<file path="src/rtl/elapsed_timer.sv">
// Stopwatch counting MM:SS in BCD with start/stop/clear control and an optional limit.
// Optional lap capture is enabled by defining ELAPSED_TIMER_LAP_EN.
module elapsed_timer #(
  parameter int unsigned TICK_DIV = 32'd50000000
) (
  input  logic        clk,
  input  logic        rst,
  input  logic        start,
  input  logic        stop,
  input  logic        clear,
  input  logic        lap,
  input  logic [15:0] limit_bcd,
  output logic [15:0] digits,
  output logic        running,
  output logic        sec_pulse,
  output logic        wrap,
  output logic        limit_hit,
  output logic [15:0] lap_bcd
);

  localparam int PW = (TICK_DIV > 32'd1) ? $clog2(TICK_DIV) : 1;
  localparam logic [PW-1:0] TERM = PW'(TICK_DIV - 32'd1);

  typedef enum logic [1:0] {
    IDLE  = 2'd0,
    RUN   = 2'd1,
    PAUSE = 2'd2,
    DONE  = 2'd3
  } state_t;

  state_t        state_r, state_s;
  logic [PW-1:0] presc_r, presc_s;
  logic [15:0]   digits_s, inc_s, lap_s;
  logic          pulse_s, wrap_s;

  function automatic logic [15:0] bcd_inc(input logic [15:0] d);
    logic [15:0] r;
    r = d;
    if (d[3:0] != 4'd9) begin
      r[3:0] = d[3:0] + 4'd1;
    end else begin
      r[3:0] = 4'd0;
      if (d[7:4] != 4'd5) begin
        r[7:4] = d[7:4] + 4'd1;
      end else begin
        r[7:4] = 4'd0;
        if (d[11:8] != 4'd9) begin
          r[11:8] = d[11:8] + 4'd1;
        end else begin
          r[11:8] = 4'd0;
          if (d[15:12] != 4'd9) begin
            r[15:12] = d[15:12] + 4'd1;
          end else begin
            r[15:12] = 4'd0;
          end
        end
      end
    end
    return r;
  endfunction

  // A zero limit disables the stop; malformed BCD can never be reached so it never matches.
  function automatic logic limit_valid(input logic [15:0] l);
    return (l != 16'h0000) && (l[15:12] <= 4'd9) && (l[11:8] <= 4'd9) &&
           (l[7:4] <= 4'd5) && (l[3:0] <= 4'd9);
  endfunction

`ifndef ELAPSED_TIMER_LAP_EN
  logic unused_lap_s;
  assign unused_lap_s = lap;
`endif

  // Next-state, prescaler, count and lap logic; stop outranks start when both are asserted.
  always_comb begin
    state_s  = state_r;
    presc_s  = presc_r;
    digits_s = digits;
    pulse_s  = 1'b0;
    wrap_s   = 1'b0;
    lap_s    = lap_bcd;
    inc_s    = bcd_inc(digits);
    if (clear) begin
      state_s  = IDLE;
      presc_s  = '0;
      digits_s = 16'h0000;
      lap_s    = 16'h0000;
    end else begin
`ifdef ELAPSED_TIMER_LAP_EN
      if (lap && (state_r != IDLE)) begin
        lap_s = digits;
      end else begin
        lap_s = lap_bcd;
      end
`else
      lap_s = 16'h0000;
`endif
      case (state_r)
        IDLE, PAUSE: begin
          if (start && !stop) begin
            state_s = RUN;
          end else begin
            state_s = state_r;
          end
        end
        RUN: begin
          if (stop) begin
            state_s = PAUSE;
          end else if (presc_r == TERM) begin
            presc_s  = '0;
            digits_s = inc_s;
            pulse_s  = 1'b1;
            wrap_s   = (inc_s == 16'h0000);
            if (limit_valid(limit_bcd) && (inc_s == limit_bcd)) begin
              state_s = DONE;
            end else begin
              state_s = RUN;
            end
          end else begin
            presc_s = presc_r + PW'(1);
          end
        end
        DONE: begin
          state_s = DONE;
        end
        default: begin
          state_s = IDLE;
        end
      endcase
    end
  end

  // State and registered outputs.
  always_ff @(posedge clk or negedge rst) begin
    if (!rst) begin
      state_r   <= IDLE;
      presc_r   <= '0;
      digits    <= 16'h0000;
      running   <= 1'b0;
      sec_pulse <= 1'b0;
      wrap      <= 1'b0;
      limit_hit <= 1'b0;
      lap_bcd   <= 16'h0000;
    end else begin
      state_r   <= state_s;
      presc_r   <= presc_s;
      digits    <= digits_s;
      running   <= (state_s == RUN);
      sec_pulse <= pulse_s;
      wrap      <= wrap_s;
      limit_hit <= (state_s == DONE);
      lap_bcd   <= lap_s;
    end
  end

endmodule

</file>
<file path="config.mk">
export PLATFORM = sky130hd
export DESIGN_NAME = elapsed_timer
export DESIGN_NICKNAME = d
export VERILOG_FILES = /design/src/rtl/elapsed_timer.sv
export SDC_FILE = /design/constraint.sdc
export NUM_CORES = 1
export LEC_CHECK = 0
export ABC_AREA = 1
export CORE_MARGIN = 5
export CORE_UTILIZATION = 45
export CTS_BUF_LIST = sky130_fd_sc_hd__clkbuf_4 sky130_fd_sc_hd__clkbuf_8
export CTS_CLUSTER_SIZE = 20
export DETAILED_ROUTE_END_ITERATION = 10
export DONT_BUFFER_PORTS = 1
export GPL_ROUTABILITY_DRIVEN = 0
export PLACE_DENSITY = 0.57
export RECOVER_POWER = 25
export SLEW_MARGIN = 20
export SYNTH_ARGS = -nofsm -noshare
export SYNTH_HDL_FRONTEND = slang
export SYNTH_SLANG_ARGS = --single-unit
</file>
<file path="constraint.sdc">
create_clock -name clk -period 2.1 [get_ports clk]
set_input_delay 0.63 -clock clk [delete_from_list [all_inputs] [get_ports clk]]
set_output_delay 0.63 -clock clk [all_outputs]
set_load 0.02 [all_outputs]
</file>
==> results.ini <==
[clocking]
cts_root_buf=clkbuf_8
cts.sinks=48
clk_pin_slew_ns=0.09
cts_tree=yes
cts_max_level=2
numCtsBuffers=5
clkLatencyLatePin_ns=0.30
clockBufferDepth=2

[yosys]
synth_edf_count=0
async_flop_share_pct=100
synth_top_family_by_area=simple AND/OR/NAND/NOR gates
yosys.area_share.adder_pct=2.55
synthFlopType=dfrtp_1
synth_cells=498
synthSimpleGateAreaFrac_pct=35.3
synth_mux_area_share_pct=0
syn_area_mm2=0.00343
synth_compound_area_share_pct=11.3
yosys.cell_types.count=41
synth-xor-area-share_pct=2.81
ys_ff_latch=48
avgSynthCellArea_um2=6.89
synth-seq-area-share_pct=35.0
yosys_warnings=0

[floorplanning]
row_count=31
dieWidth_um=97.3
initial_core_util_pct=46.8
die_y_um=97.3
die-area_mm2=0.00947
boundaryPins=58
coreArea_mm2=0.00733

[layout]
n_antenna_cell=0
final_cell_mix=nand2_1 (107), inv_1 (68), nor2_1 (61)
multi_input_comb_area_mm2=0.00196
fill_cells=732
fin_nets=569
utilization_pct=54.8
final_common_cell=nand2_1
syn_to_final_growth_pct=17.1
layout.area.seq_mm2=0.00120
drive_gt1_share_pct=18.0

[timing]
max_freq_mhz=499
relSlewSlack_pct=37.8
rsz0062_at_grt=yes
min_period_ns=2.00
tightest_slew_ns=0.933
whs_ns=0.392
fin_skew_ns=0.00362
hold_violations=0
drv_slew=0
setup_viol=0
fin_crit_sh_pct=95.4

[pwr]
clockPowerShare_pct=35.4
irDropWorstVdd_mv=0.239
p_int_uw=1270
leakage_uw=0.00194
power.density_mw_per_mm2=420
pwr-share-seq_pct=55.4
finalPower_uw=1690
p_sw_share_pct=24.6
switching_power_uw=416
comb_power_share_pct=9.3

[drt]
wl_um=8880
first_iter_violations=103
via_per_inst=5.23
antenna_left=0
wire_per_inst_um=13.9
dr.pass1.iters=5
vias=3344
drc=0

[min_path]
hp-start=clear
hp-class=in -> reg

[grt]
grt_pass1_vias=3359
grt_max_degree=49
antenna_found_initial=0
grt-busiest-layer=met2
grt-ovfl-total=0
use_met1_pct=22.6
track_usage_pct=19.1
grt_util_met2_pct=34.4
grt_first_pass_wirelength_um=15200
met3_usage_pct=3.52

[worst_setup_path]
worst-setup-path-type=reg -> reg
worst-path-max-fanout=7
rr_startpoint=digits[5]
endpoint_kind=register
required_ns=2.33
cp-startpoint=digits[5]
worstSetupStartpointType=register
arrival_ns=2.23

[placed_design]
port_buffers=0
post-dp-hpwl_um=6910

[outcome]
status=finished, final reports clean

[job]
maxCapViolCount=0

## metrics by stage
step | std cells | TNS (ns) | worst slack (ns) | instance area (um2)
global placement | 626 | 0 | 0.0573 | 3760
detailed placement | 626 | 0 | 0.0198 | 3760
CTS | 633 | 0 | 0.00802 | 3860
floorplan | 513 | 0 | 0.147 | 3490
finish | 639 | 0 | 0.0958 | 4020
global route | 639 | -0.259 | -0.121 | 4020
## cells in the mapped netlist (3+ instances only)
| cell type | instances | area, um2 |
|---|---|---|
| a21oi_1 | 13 | 65.1 |
| buf_4 | 16 | 120 |
| clkbuf_1 | 3 | 11.3 |
| dfrtp_1 | 48 | 1200 |
| ha_1 | 7 | 87.6 |
| inv_1 | 71 | 267 |
| inv_2 | 3 | 11.3 |
| nand2_1 | 113 | 424 |
| nand2_2 | 5 | 31.3 |
| nand3_1 | 43 | 215 |
| nand3b_1 | 3 | 22.5 |
| nand4_1 | 13 | 81.3 |
| nor2_1 | 66 | 248 |
| nor2_2 | 4 | 25.0 |
| nor3_1 | 12 | 60.1 |
| o21ai_0 | 18 | 90.1 |
| o21ai_1 | 4 | 20.0 |
| o22ai_1 | 19 | 119 |
| xor2_1 | 10 | 87.6 |
## area by class of cell
type / count / share of cell area (%)
repair buffers: 43 / 8.97
multi-input cells: 368 / 48.7
inverters: 74 / 6.92
clock buffers: 7 / 2.40
flip-flops and latches: 48 / 29.9
well taps: 99 / 3.08
## power groups by stage
stage,registers [uW],clock network (uW),logic (uW)
6_report,934,597,156
5_1_grt,935,665,175
4_1_cts,934,621,127
3_5_place_dp,953,0,127
3_3_place_gp,953,0,125
2_1_floorplan,952,0,113
## worst max-delay path, cell delays in order (launching register included)
cell,delay (ns)
dfrtp_1,0.39
inv_2,0.08
ha_4,0.14
nand2_4,0.06
nor2_8,0.21
nand2_4,0.11
o21ai_2,0.15
nand3_2,0.13
nand2_1,0.09
o21ai_1,0.06
nor2_1,0.13
nand3_2,0.11
nand2_2,0.09
nand2_2,0.06
nor2_2,0.11
## state kept, by name, summed over array words and instances (netlist names)
signal and cells:
presc_r 26, digits 16, state_r 2, limit_hit 1
running 1, sec_pulse 1, wrap 1
## final timing paths
| kind | to | slack, ns | depth (start not counted) |
|---|---|---|---|
| setup reg to reg | limit_hit | 0.1 | 14 |
| min in group asynchronous | presc_r[19] | 0.45 | 1 |
| max in group asynchronous | state_r[0] | 0.96 | 1 |
| setup / recovery | limit_hit | 0.1 | 14 |
| hold reg to reg | presc_r[1] | 0.55 | 1 |
| hold / removal | presc_r[6] | 0.39 | 1 |
## layer usage
| layer | part of all wire [%] | vias to the layer above |
|---|---|---|
| met5 | 0 | - |
| met4 | 2.0 | 0 |
| met3 | 4.7 | 14 |
| met2 | 51 | 84 |
| met1 | 42 | 1577 |
| li1 | - | 1669 |
## cells by family after synthesis
| kind of cell | after synthesis |
|---|---|
| DFF | 48 |
| AOI/OAI and AO/OA | 66 |
| buffers and inverters | 97 |
| adders and majority gates | 7 |
| other | 1 |
| xor gates and xnor gates | 11 |
| and+or+nand+nor | 268 |
## timing repair
item / 4_1_cts / 5_1_grt
setup buffers: 0 / 4
pin swaps: 0 / 13
endpoints found under the setup margin: 2 / 35
resized for setup: 1 / 36
cloned: 0 / 0
hold endpoints to repair: 0 / 37
hold buffers: 0 / 2
No activity file was read; power rests on OpenSTA's default activity.
